==> config.mk <==
export PLATFORM = sky130hd
export DESIGN_NAME = uart_tx_ctrl
export DESIGN_NICKNAME = d
export VERILOG_FILES = /design/src/rtl/uart_tx_ctrl.sv
export SDC_FILE = /design/constraint.sdc
export NUM_CORES = 1
export LEC_CHECK = 0
export CAP_MARGIN = 20
export CORE_ASPECT_RATIO = 0.8
export CORE_UTILIZATION = 40
export DETAILED_ROUTE_END_ITERATION = 8
export PLACE_DENSITY = 0.71
export SLEW_MARGIN = 25
export SYNTH_ARGS = -nofsm -noshare
export SYNTH_HDL_FRONTEND = slang
export SYNTH_SLANG_ARGS = --single-unit
==> constraint.sdc <==
create_clock -name clk -period 1.7 [get_ports clk]
set_clock_uncertainty 0.2 [all_clocks]
set_input_delay 0.255 -clock clk [delete_from_list [all_inputs] [get_ports clk]]
set_output_delay 0.255 -clock clk [all_outputs]
set_load 0.01 [all_outputs]
==> src/rtl/uart_tx_ctrl.sv <==
// UART transmit sequencer: frames a byte from an external serializer into
// start / data / optional parity / stop bits, with a DATA-state watchdog.
module uart_tx_ctrl #(
  parameter int unsigned STOP_BITS = 1,
  parameter int unsigned WDOG_MAX  = 10
) (
  input  logic       clk,
  input  logic       RST,
  input  logic [7:0] P_DATA,
  input  logic       Data_Valid,
  input  logic       PAR_EN,
  input  logic       PAR_TYP,
  input  logic       ser_data,
  input  logic       ser_done,
  output logic       Load,
  output logic       ser_en,
  output logic       TX_OUT,
  output logic       busy,
  output logic       tx_err
);

  // state  | meaning
  // IDLE   | line high, waiting for Data_Valid (Load issued on accept)
  // START  | start bit (line low), serializer primed
  // DATA   | eight data bits straight from the serializer, watchdog running
  // PARITY | captured parity bit
  // STOP   | STOP_BITS cycles of line high
  typedef enum logic [2:0] {
    IDLE   = 3'd0,
    START  = 3'd1,
    DATA   = 3'd2,
    PARITY = 3'd3,
    STOP   = 3'd4
  } state_t;

  localparam logic [3:0] WDOG_LIM  = 4'(WDOG_MAX);
  localparam logic [1:0] STOP_LAST = 2'(STOP_BITS - 1);

  state_t     state, state_nxt;
  logic [3:0] wdog;
  logic [1:0] stop_cnt;
  logic       par_en_q;
  logic       par_bit_q;

  always_ff @(posedge clk) begin
    if (RST) begin
      state     <= IDLE;
      wdog      <= 4'd0;
      stop_cnt  <= 2'd0;
      par_en_q  <= 1'b0;
      par_bit_q <= 1'b0;
    end else begin
      state <= state_nxt;
      if (state == IDLE && Data_Valid) begin
        par_en_q  <= PAR_EN;
        par_bit_q <= (^P_DATA) ^ PAR_TYP;
      end
      // Held at zero outside DATA, so it is already clear on entry.
      if (state != DATA)
        wdog <= 4'd0;
      else if (wdog != 4'hF)
        wdog <= wdog + 4'd1;
      if (state != STOP)
        stop_cnt <= 2'd0;
      else
        stop_cnt <= stop_cnt + 2'd1;
    end
  end

  always_comb begin
    state_nxt = state;
    Load      = 1'b0;
    ser_en    = 1'b0;
    TX_OUT    = 1'b1;
    busy      = 1'b1;
    tx_err    = 1'b0;
    case (state)
      IDLE: begin
        busy = 1'b0;
        if (Data_Valid) begin
          Load      = 1'b1;
          state_nxt = START;
        end
      end
      START: begin
        TX_OUT    = 1'b0;
        ser_en    = 1'b1;
        state_nxt = DATA;
      end
      DATA: begin
        TX_OUT = ser_data;
        if (ser_done) begin
          state_nxt = par_en_q ? PARITY : STOP;
        end else if (wdog == WDOG_LIM) begin
          tx_err    = 1'b1;
          state_nxt = STOP;
        end else begin
          ser_en = 1'b1;
        end
      end
      PARITY: begin
        TX_OUT    = par_bit_q;
        state_nxt = STOP;
      end
      STOP: begin
        if (stop_cnt == STOP_LAST)
          state_nxt = IDLE;
      end
      default: begin
        busy      = 1'b0;
        state_nxt = IDLE;
      end
    endcase
    // Reset wins over a same-cycle request and suppresses any strobe.
    if (RST) begin
      Load   = 1'b0;
      ser_en = 1'b0;
      tx_err = 1'b0;
    end
  end

endmodule

==> results.cfg <==
[run_status]
status = finished with violations
violations = negative setup slack

[global_route]
grt_pass1_vias = 655
antenna_found_initial = 0
grt_pass1_wl_mm = 2.72
grt_usage = 0.227
grt_max_degree = 10
grt.overflow.total = 0

[synthesis]
synth_seq_cells = 11
yosysTopAreaCell = dfxtp_1
synth.avg_cell_area_um2 = 9.00
ys_types = 29
yosysWarnings = 0
synthFlopType = dfxtp_1
synth_cells = 73
synthArstFlopShare = 0
synth_enable_flop_cells = 0
synth_seq_area_share = 0.335
syn_area_um2 = 657
yosys-top-cells-count = dfxtp_1 (11), nor2_1 (9), xnor2_1 (5)
synth_most_common_cell = dfxtp_1
netlist.area_leader.share = 0.335
syn_nets = 91
synthTopCellsByArea = dfxtp_1 (34%), xnor2_1 (6.7%), ha_1 (5.7%)

[critical_path]
start_kind = register
crit_slowest_cell = or4b_4
cp.arrival_ns = 1.45
rr_endpoint = state[2]
path_cells = buf_6 > or4b_4 > nor2_4 > buf_6
max_stage_delay_ns = 0.50
ff2ff_setup_slack_ns = -0.01
reg2reg_depth = 7
crit_path_end_kind = primary output
crit_type = register to primary output
crit_required_ns = 1.24
crit_top_cell = buf_6
worst-path-max-fanout = 3
r2r_start = wdog[0]

[power_and_ir_drop]
seq_power_share = 0.421
combPwrFrac = 0.297
powerDensity_mw_per_mm2 = 597
p_sw_frac = 0.282
p_switching_mw = 0.186
clkPwrFrac = 0.283
ir_drop_mv = 0.627
power.total_mw = 0.661
p_int_mw = 0.475
p_leak_nw = 0.497

[detailed_routing]
vias_per_cell = 4.92
final_antenna_net_count = 0
routedWlPerCell_um = 12.8
firstDrtPassIters = 4
wirelength_mm = 1.71
remaining_drc_errors = 0
vias = 659
drt_iter0_markers = 8

[sta]
finalCritPeriodShare = 1.12
tightest_slew_ns = 0.202
tns_ns = -0.390
relSlewSlack = 0.864
fmax_mhz = 525
hold_viol_final = 0
final-setup-viol-count = 4
drv_slew = 0
worst_slack_ns = -0.205
final.min_clock_period_ns = 1.91
grt_setup_unrepaired = yes
holdWs_ns = 0.229

[worst_hold_path]
hold_path.class = register to register
hp-start = stop_cnt[0]
min_to = stop_cnt[0]
min_path_cells = 1

[clock_tree]
insertion_delay_ns = 0.28
postCtsHoldBufs = 0
tritoncts = yes
clk_pin_slew_worst_paths_ns = 0.08
numCtsBuffers = 3
cts.sinks = 11
ctsRootBufferMaster = clkbuf_4
htree_levels = 1
clock_path_buffers = 2

[die]
rows = 12
die_w_um = 47.3
fp.coreArea_mm2 = 0.00146
ioPinCount = 20
initial_core_util = 0.451
die_height_um = 38.2
dieArea_mm2 = 0.00181

[finish]
drive_gt1_frac = 0.425
antenna_cells = 0
fill_cells = 105
nets = 132
multi_input_area_um2 = 482
area_growth_pct = 68.6
regArea_um2 = 228

[run]
drv_cap = 0

[place]
post-dp-hpwl_mm = 1.26
gp_congestion = 0.667
place_worst_setup_slack_ns = -0.600
io_buffer_count = 19
-- cells by family (layout without fill, tap and decap cells) --
logic type,count (synthesis),in the layout,share of synthesized area
buffers and inverters,6,46,0.0343
adders and majority gates,3,3,0.0571
muxes,1,1,0.0152
and+or+nand+nor,34,34,0.324
AOI/OAI and AO/OA,10,10,0.107
xor gates and xnor gates,8,8,0.128
DFF,11,11,0.335
-- power by group through the flow --
stage          combinational, mW  clock [mW]  sequential, mW
6_report                   0.196       0.187           0.278
5_1_grt                    0.212       0.199           0.279
4_1_cts                    0.185       0.188           0.278
3_5_place_dp               0.177           0           0.282
3_3_place_gp               0.173           0           0.281
2_1_floorplan             0.0836           0           0.283
-- per-layer routing --
layer	global-route usage	wire (um)
met3	0.0849	71
met1	0.240	704
met5	0	0
met2	0.421	927
met4	0.0429	10
-- cells in the final DEF (no fill, tap or decap), types with 3 or more instances in the layout --
cell type / count
buf_4: 15
clkdlybuf4s50_1: 14
dfxtp_1: 7
nor2_1: 6
xnor2_1: 5
buf_6: 5
nand2_1: 4
nor2_4: 4
inv_1: 3
nand3b_1: 3
clkbuf_4: 3
buf_2: 3
dfxtp_2: 3
-- flip-flops by register name, summed over array words and instances (netlist names) --
name and count:
state 3, stop_cnt 2, wdog 4, par_en_q 1, par_bit_q 1
-- worst max path at each step --
stage / from / end / slack [ns]
after detailed placement: Data_Valid / Load / -0.60
after global routing: state[0] / Load / -0.23
after floorplan: state[2] / tx_err / 0.03
after global placement: Data_Valid / Load / -0.58
final: state[0] / Load / -0.21
after CTS: state[0] / Load / -0.21
-- layout make-up --
type | count | area share
Multi-Input combinational cell | 56 | 0.435
Timing Repair Buffer | 38 | 0.297
Sequential cell | 11 | 0.206
Tap cell | 21 | 0.0237
Clock buffer | 3 | 0.0203
Inverter | 4 | 0.0136
Clock inverter | 1 | 0.00452
-- through the flow --
step / utilization / instance area, um^2 / std cells
6_report: 0.760 / 1110 / 134
3_3_place_gp: 0.682 / 993 / 128
5_1_grt: 0.760 / 1110 / 134
4_1_cts: 0.729 / 1060 / 133
2_1_floorplan: - / 657 / 73
3_5_place_dp: 0.682 / 993 / 128
-- critical path, delay by kind of cell, from the launching register on --
kind	cells	cell delay, ns
flops	1	0.34
simple gates	2	0.61
buf+inv	2	0.23
-- repair_timing --
item / in CTS / in global routing
pin swaps: 6 / 8
endpoints found under the setup margin: 6 / 6
setup buffers: 1 / 2
gates resized for setup: 34 / 13
(Power assumes the default switching activity.)
